## src/rtl/alu_exec_stage.sv

```systemverilog
// -----------------------------------------------------------------------------
// alu_exec_stage
//   Execute-stage ALU for the MIPS datapath. Decodes the 4-bit operation code
//   from the ALU control unit, computes result / zero / overflow from two
//   operands, and holds them in a one-entry EX/MEM register with a
//   valid/ready handshake, stall back-pressure and flush.
//
// Ports
//   clk          : clock, all state updates on the rising edge
//   reset        : synchronous active-high clear of the whole stage
//   in_valid     : upstream (ID/EX) presents an operation
//   in_ready     : stage can take an operation this cycle (combinational)
//   ALUoperation : operation code from ALU control
//   op_a, op_b   : operands (rs value; rt value or sign-extended immediate)
//   dest_in      : destination register index, passed through
//   flush        : drop the held entry and the incoming op (mispredict)
//   out_valid    : result register holds a valid entry
//   out_ready    : downstream (MEM) takes the entry this cycle
//   result       : registered ALU result
//   zero         : registered (result == 0), used for beq
//   overflow     : registered signed overflow (ADD/SUB only)
//   dest_out     : registered destination index
// -----------------------------------------------------------------------------
module alu_exec_stage #(
  parameter int WIDTH  = 32,
  parameter int DEST_W = 5
) (
  input  logic              clk,
  input  logic              reset,
  input  logic              in_valid,
  output logic              in_ready,
  input  logic [3:0]        ALUoperation,
  input  logic [WIDTH-1:0]  op_a,
  input  logic [WIDTH-1:0]  op_b,
  input  logic [DEST_W-1:0] dest_in,
  input  logic              flush,
  output logic              out_valid,
  input  logic              out_ready,
  output logic [WIDTH-1:0]  result,
  output logic              zero,
  output logic              overflow,
  output logic [DEST_W-1:0] dest_out
);

  typedef enum logic [3:0] {
    OP_AND = 4'b0000,
    OP_OR  = 4'b0001,
    OP_ADD = 4'b0010,
    OP_SUB = 4'b0110,
    OP_SLT = 4'b0111,
    OP_NOR = 4'b1100
  } alu_op_e;

  alu_op_e           op;
  logic [WIDTH-1:0]  sum;
  logic [WIDTH-1:0]  diff;
  logic              add_ovf;
  logic              sub_ovf;
  logic              slt_bit;
  logic [WIDTH-1:0]  alu_res;
  logic              alu_ovf;
  logic              accept;

  logic              valid_q,    valid_d;
  logic [WIDTH-1:0]  result_q,   result_d;
  logic              zero_q,     zero_d;
  logic              overflow_q, overflow_d;
  logic [DEST_W-1:0] dest_q,     dest_d;

  // Codes outside the enum fall to the default arm of the decode below.
  assign op   = alu_op_e'(ALUoperation);
  assign sum  = op_a + op_b;
  assign diff = op_a - op_b;

  // Signed overflow from operand and result sign bits.
  assign add_ovf = (op_a[WIDTH-1] == op_b[WIDTH-1]) && (sum[WIDTH-1]  != op_a[WIDTH-1]);
  assign sub_ovf = (op_a[WIDTH-1] != op_b[WIDTH-1]) && (diff[WIDTH-1] != op_a[WIDTH-1]);

  // True signed less-than: the difference sign is inverted exactly when the
  // subtraction overflowed.
  assign slt_bit = diff[WIDTH-1] ^ sub_ovf;

  // NOTE: every signal written in an always_comb gets a default first, so no
  // path leaves it unassigned and no latch is inferred.
  always_comb begin
    alu_res = '0;
    alu_ovf = 1'b0;
    case (op)
      OP_AND:  alu_res = op_a & op_b;
      OP_OR:   alu_res = op_a | op_b;
      OP_ADD:  begin alu_res = sum;  alu_ovf = add_ovf; end
      OP_SUB:  begin alu_res = diff; alu_ovf = sub_ovf; end
      OP_SLT:  alu_res = {{(WIDTH-1){1'b0}}, slt_bit};
      OP_NOR:  alu_res = ~(op_a | op_b);
      default: begin alu_res = '0; alu_ovf = 1'b0; end
    endcase
  end

  // Only combinational output->input path: room exists when empty or draining.
  assign in_ready = !valid_q || out_ready;
  assign accept   = in_valid && in_ready && !flush;

  always_comb begin
    valid_d    = valid_q;
    result_d   = result_q;
    zero_d     = zero_q;
    overflow_d = overflow_q;
    dest_d     = dest_q;
    if (flush) begin
      // Data registers hold; only the valid bit is killed.
      valid_d = 1'b0;
    end else if (accept) begin
      // Covers simultaneous drain+accept: new entry replaces the old one.
      valid_d    = 1'b1;
      result_d   = alu_res;
      zero_d     = (alu_res == '0);
      overflow_d = alu_ovf;
      dest_d     = dest_in;
    end else if (out_ready) begin
      valid_d = 1'b0;
    end
  end

  // NOTE: state is updated with non-blocking assignments so every flop samples
  // pre-edge values regardless of statement order.
  always_ff @(posedge clk) begin
    if (reset) begin
      // NOTE: the data registers are reset too, not just the valid bit, since
      // they are visible on the outputs and must read 0 after reset.
      valid_q    <= 1'b0;
      result_q   <= '0;
      zero_q     <= 1'b0;
      overflow_q <= 1'b0;
      dest_q     <= '0;
    end else begin
      valid_q    <= valid_d;
      result_q   <= result_d;
      zero_q     <= zero_d;
      overflow_q <= overflow_d;
      dest_q     <= dest_d;
    end
  end

  assign out_valid = valid_q;
  assign result    = result_q;
  assign zero      = zero_q;
  assign overflow  = overflow_q;
  assign dest_out  = dest_q;

endmodule

```

## config.mk

```make
export PLATFORM = sky130hd
export DESIGN_NAME = alu_exec_stage
export DESIGN_NICKNAME = d
export VERILOG_FILES = /design/src/rtl/alu_exec_stage.sv
export SDC_FILE = /design/constraint.sdc
export NUM_CORES = 1
export LEC_CHECK = 0
export CORE_MARGIN = 2
export CORE_UTILIZATION = 35
export CTS_BUF_LIST = sky130_fd_sc_hd__clkbuf_16
export CTS_CLUSTER_DIAMETER = 150
export DETAILED_ROUTE_END_ITERATION = 12
export PLACE_DENSITY_LB_ADDON = 0.2
export SYNTH_ARGS = -nofsm -noshare
export SYNTH_HDL_FRONTEND = slang
export SYNTH_SLANG_ARGS = --single-unit
```

## constraint.sdc

```tcl
create_clock -name clk -period 5 [get_ports clk]
set_clock_uncertainty 0.15 [all_clocks]
set_input_delay 0.5 -clock clk [delete_from_list [all_inputs] [get_ports clk]]
set_output_delay 0.5 -clock clk [all_outputs]
set_load 0.01 [all_outputs]
```

== After elaboration in Yosys (flattened, before gate mapping) ==
Cells that the tools add are included.

* Register bits: 40
* Input bits: 78
* Output and inout bits: 41
* Word-level logic and storage cells: 37

* $add $sub $neg: 2
* Equality and inequality tests: 9
* Muxes and demuxes: 4
* Bitwise gates (word level): 5
* Reductions and logical operators: 12

{| class="wikitable"
|+ Operators with widths
! cell !! count
|-
| $pmux 32 s6 || 1
|-
| $add 32x32->32 || 1
|-
| $and 32x32->32 || 1
|-
| $logic_not 32->1 || 1
|-
| $not 32->32 || 1
|-
| $or 32x32->32 || 1
|-
| $sub 32x32->32 || 1
|-
| $eq 4x3->1 const B || 2
|-
| $eq 4x1->1 const B || 1
|-
| $eq 4x2->1 const B || 1
|-
| $eq 4x4->1 const B || 1
|-
| $logic_and 1x1->1 || 4
|-
| $logic_not 4->1 || 1
|-
| $ne 1x1->1 || 3
|-
| $logic_not 1->1 || 2
|-
| $mux 1 || 2
|-
| $pmux 1 s2 || 1
|-
| $reduce_and 2->1 || 1
|-
| $reduce_bool 2->1 || 1
|-
| $reduce_or 2->1 || 1
|-
| $eq 1x1->1 || 1
|-
| $logic_or 1x1->1 || 1
|-
| $not 1->1 || 1
|-
| $xor 1x1->1 || 1
|}

== Logic depth before layout (Yosys ltp) ==
* Depth after elaboration: 6
* Depth in mapped cells: 25
* Depth with buffers taken out: 24

== Least setup slack after synthesis ==
Ideal clock, no wire load.

* Path type: input -> register
* From: input op_a[10]
* To: register zero_q, in the netlist zero
* Setup time: 0.084 ns
* Arrival: 4.644 ns
* Required time: 4.766 ns
* Setup slack: 0.122 ns
* Cell stages on the path: 25
* Buffers on the path: 1
* Path through: inv_1 > ha_1 > buf_2 > nor4_1 > nand2_1 > a31oi_1 > o31a_1 > a2bb2oi_1 > a21oi_1 > a221oi_2 > nor2_1 > nor2_1 > nor2_1 > nor2_1 > fa_1 > a31oi_1 > o311ai_0 > a31oi_1 > nand3_1 > nor4_1 > nand4_1 > or4_1 > nor3_2 > nand4_1 > o31ai_2

* Word-level cells in the longest chain between the ends: 6
* Elaborated cells on any way between the ends: 10
* Those cells by class: 2 x add/sub; 1 x eq/ne; 1 x mux; 4 x bitwise; 2 x reduce/logical

{| class="wikitable"
|+ Ends and longest elaborated chain
! what !! RTL line !! source
|-
| from (decl) || 33 || <nowiki>input logic [WIDTH-1:0] op_a,</nowiki>
|-
| $sub 32x32->32 || 73 || <nowiki>assign diff = op_a - op_b;</nowiki>
|-
| $ne 1x1->1 || 77 || <nowiki>assign sub_ovf = (op_a[WIDTH-1] != op_b[WIDTH-1]) && (diff[WIDTH-1] != op_a[WIDTH-1]);</nowiki>
|-
| $logic_and 1x1->1 || 77 ||
|-
| $xor 1x1->1 || 81 || <nowiki>assign slt_bit = diff[WIDTH-1] ^ sub_ovf;</nowiki>
|-
| $pmux 32 s6 * || 88 || <nowiki>case (op)</nowiki>
|-
| $logic_not 32->1 * || 116 || <nowiki>zero_d = (alu_res == '0);</nowiki>
|-
| to (signal assigned) || 138 || <nowiki>zero_q <= zero_d;</nowiki>
|-
| to (decl) || 66 || <nowiki>logic zero_q, zero_d;</nowiki>
|}

Every way passes the cells marked *; elsewhere a longest branch is shown, timed or not.
A chain may end at the register's enable or synchronous reset.

== Final worst setup path ==
* From: input op_b[7]
* To: register zero_q, in the netlist zero

* Word-level cells in the longest chain between the ends: 6
* Elaborated cells on any way between the ends: 10
* Those cells by class: 2 x add/sub; 1 x eq/ne; 1 x mux; 4 x bitwise; 2 x reduce/logical

{| class="wikitable"
|+ Ends and longest elaborated chain
! what !! RTL line !! source
|-
| from (decl) || 34 || <nowiki>input logic [WIDTH-1:0] op_b,</nowiki>
|-
| $sub 32x32->32 || 73 ||
|-
| $ne 1x1->1 || 77 ||
|-
| $logic_and 1x1->1 || 77 ||
|-
| $xor 1x1->1 || 81 ||
|-
| $pmux 32 s6 * || 88 ||
|-
| $logic_not 32->1 * || 116 ||
|}

Marks and branches as above.

==> flow_summary.ini <==
[run_status]
status = complete, no violations

[min_path]
min_to = dest_out[2]$_SDFFE_PP0P_
min_from = dest_out[2]$_SDFFE_PP0P_
hold_path.class = reg -> reg
hold_depth = 2

[die]
die_h_um = 145
die-area_um2 = 21100
core_um2 = 19500
die_x_um = 145
row_count = 51
initial_utilization = 0.358
io_pins = 119

[timing]
fin_crit_ps = 4810
max_freq_ghz = 0.208
setup_viol = 0
hold_viol_final = 0
rsz0062_at_grt = yes
slew_headroom = 0.417
slew_violations = 0
post-route-period-util = 0.961
worstMarginPinSlew_ps = 872

[cts]
insertion_delay_ps = 280
numCtsBuffers = 5
cts_tree = done
h-tree-depth = 2
holdBufCountCts = 0
root_buffer = clkbuf_16
clkTransAtPathRegs_ps = 60
clockBufferDepth = 2
numClockSinks = 40

[flow_run]
timing.max_cap.violations = 0

[placement]
dp_hpwl_mm = 20.9
place_area_um2 = 9380
io_buffers = 118
place_congestion = 0.959

[setup_path]
cp-start-kind = primary input
cpMostUsedCell = nor2_1
slowest_stage = or4_4
worstRegToRegCells = 11
r2r_setup_slack_ps = 2250
critPathBufInv = 2
worst_setup_path_end_kind = flop
reg2reg_to = zero$_SDFFE_PP0P_
critPathMaxStageDelay_ps = 540
worstReg2RegStart = out_valid$_SDFFE_PP0P_
cp.arrival_ps = 4860
cp_max_fo = 2
cp_top_family = simple AND/OR/NAND/NOR gates
required_ps = 5050
cp.depth = 25
path_class = in -> reg

[global_routing]
grt-busiest-layer = met2
gr-usage-met2 = 0.379
met3_usage = 0.0393
use_met1 = 0.346
grt_overflow = 0
grt_max_degree = 58
grt_pass1_vias = 7856
grt_util_all_layers = 0.240
antenna_found_initial = 0
grt_pass1_wl_mm = 42.1

[final_layout]
area_growth_pct = 44.4
final_cell_mix = buf_4, nor2_1, clkdlybuf4s50_1
final_common_cell = buf_4
final_cell_area_um2 = 10100
n_antenna_cell = 0
num-nets-final = 1415
drive_gt1_frac = 0.223
fillCellCount = 1972
postLayoutCoreUtil = 0.517

[routing]
drt_pre_antenna_iters = 5
drt-initial-drc-count = 841
ant_nets = 0
routed_wl_mm = 26.5
wl_per_cell_um = 17.7
via_per_inst = 5.65
drc_errors = 0
vias = 8466

[synth]
synth_edf_count = 0
synth_seq_cells = 40
yosysSeqAreaShare = 0.115
synthAdderAreaFrac = 0.191
synth_cell_types = 83
netlist_instances = 1003
yosys_warnings = 0
syn-num-nets = 1186
synth-main-ff-cell = dfxtp_1
synth_simple_gate_area_frac = 0.232
syn-cell-area_um2 = 6990
async_reset_ff_frac = 0
syn_avg_cell_area_um2 = 6.97
synthMuxAreaShare = 0.00716
synth_xor_area_frac = 0.00627
synth_compound_area_frac = 0.357
synth_top_family_by_area = compound AO/OA/AOI/OAI gates

[pwr]
power.internal_w = 0.00102
p_seq_frac = 0.208
comb_power_share = 0.582
switching_power_w = 0.000677
powerDensity_nw_per_um2 = 168
clkPwrFrac = 0.210
cellLeakagePower_nw = 4.34
vdd_drop_max_v = 0.000151
switching_share = 0.400
-- synth_stat cells (7+ instances only) --
library cell / instances / area share
nor2_1: 131 / 0.070
ha_1: 102 / 0.18
inv_1: 100 / 0.054
a21oi_1: 80 / 0.057
nand2_1: 72 / 0.039
o21ai_0: 48 / 0.034
dfxtp_1: 40 / 0.11
clkbuf_1: 37 / 0.020
a211oi_1: 30 / 0.032
nor3_1: 28 / 0.020
a221o_1: 21 / 0.030
o31ai_1: 20 / 0.021
buf_2: 19 / 0.014
a221oi_1: 17 / 0.021
nor4_1: 17 / 0.015
nand4_1: 16 / 0.014
a31oi_1: 14 / 0.013
nand3_1: 14 / 0.010
o211ai_1: 14 / 0.015
nor2b_1: 13 / 0.012
a21o_1: 12 / 0.013
o221ai_1: 11 / 0.014
nand2b_1: 9 / 0.0081
a22oi_1: 8 / 0.0086
o21a_1: 7 / 0.0075
-- power groups by stage --
stage,sequential (W),combinational [W],clock (W)
final,0.000351,0.000986,0.000356
after global routing,0.000354,0.00107,0.000377
after CTS,0.000351,0.000962,0.000362
after detailed placement,0.000358,0.000898,0
after global placement,0.000358,0.000893,0
after floorplan,0.000365,0.000498,0
-- through the flow --
stage          total power [W]  setup TNS (ps)  hold WS, ps  setup slack, ps  instances
2_1_floorplan         0.000863               0          331              122       1003
3_3_place_gp           0.00125            -834          292             -834       1473
3_5_place_dp           0.00126           -1090          296            -1070       1473
4_1_cts                0.00168               0          304             3.43       1494
5_1_grt                0.00180           -64.2          328            -64.2       1498
6_report               0.00169               0          302              193       1498
-- worst min-delay path: stages (launching register included) --
cell     delay [ps]
dfxtp_1         300
nand2_1          50
a21oi_1          50
-- per-layer routing --
| metal | share of wire | vias to the layer above | wire (µm) |
|---|---|---|---|
| met5 | 0 | - | 0 |
| met2 | 0.44 | 365 | 11600 |
| met3 | 0.080 | 35 | 2110 |
| met4 | 0.016 | 0 | 425 |
| met1 | 0.46 | 3920 | 12300 |
| li1 | - | 4146 | - |
-- kinds of logic after synthesis --
logic type | Yosys count
and+or+nand+nor | 339
adders and majority gates | 105
buffers and inverters | 162
muxes | 5
xor gates and xnor gates | 5
AOI/OAI and AO/OA | 347
DFF | 40
-- worst max-delay path by stage --
stage | to | from
after floorplan | zero$_SDFFE_PP0P_ | op_a[10]
after global placement | zero$_SDFFE_PP0P_ | op_b[2]
after detailed placement | zero$_SDFFE_PP0P_ | op_b[2]
after CTS | zero$_SDFFE_PP0P_ | op_b[21]
after global routing | zero$_SDFFE_PP0P_ | op_a[20]
final | zero$_SDFFE_PP0P_ | op_b[7]
-- flip-flops by register name (all words and copies together), names as in the netlist --
name       count
out_valid      1
zero           1
result        32
dest_out       5
overflow       1
-- area by class of cell --
cell class	instances	area (µm²)	share of cell area
inverter	100	375	0.0372
sequential	40	801	0.0794
timing repair buffer	284	2410	0.239
clock inverter	3	38.8	0.00385
multi-input combinational	801	6000	0.595
tap	265	332	0.0329
clock buffer	5	125	0.0124
-- repair_timing --
action | CTS | global route
pin swaps | 30 | 14
setup endpoints to repair | 1 | 1
hold endpoints to repair | 0 | 0
resized for setup | 127 | 8
setup buffers | 13 | 4
No activity file was read; power rests on OpenSTA's default activity.
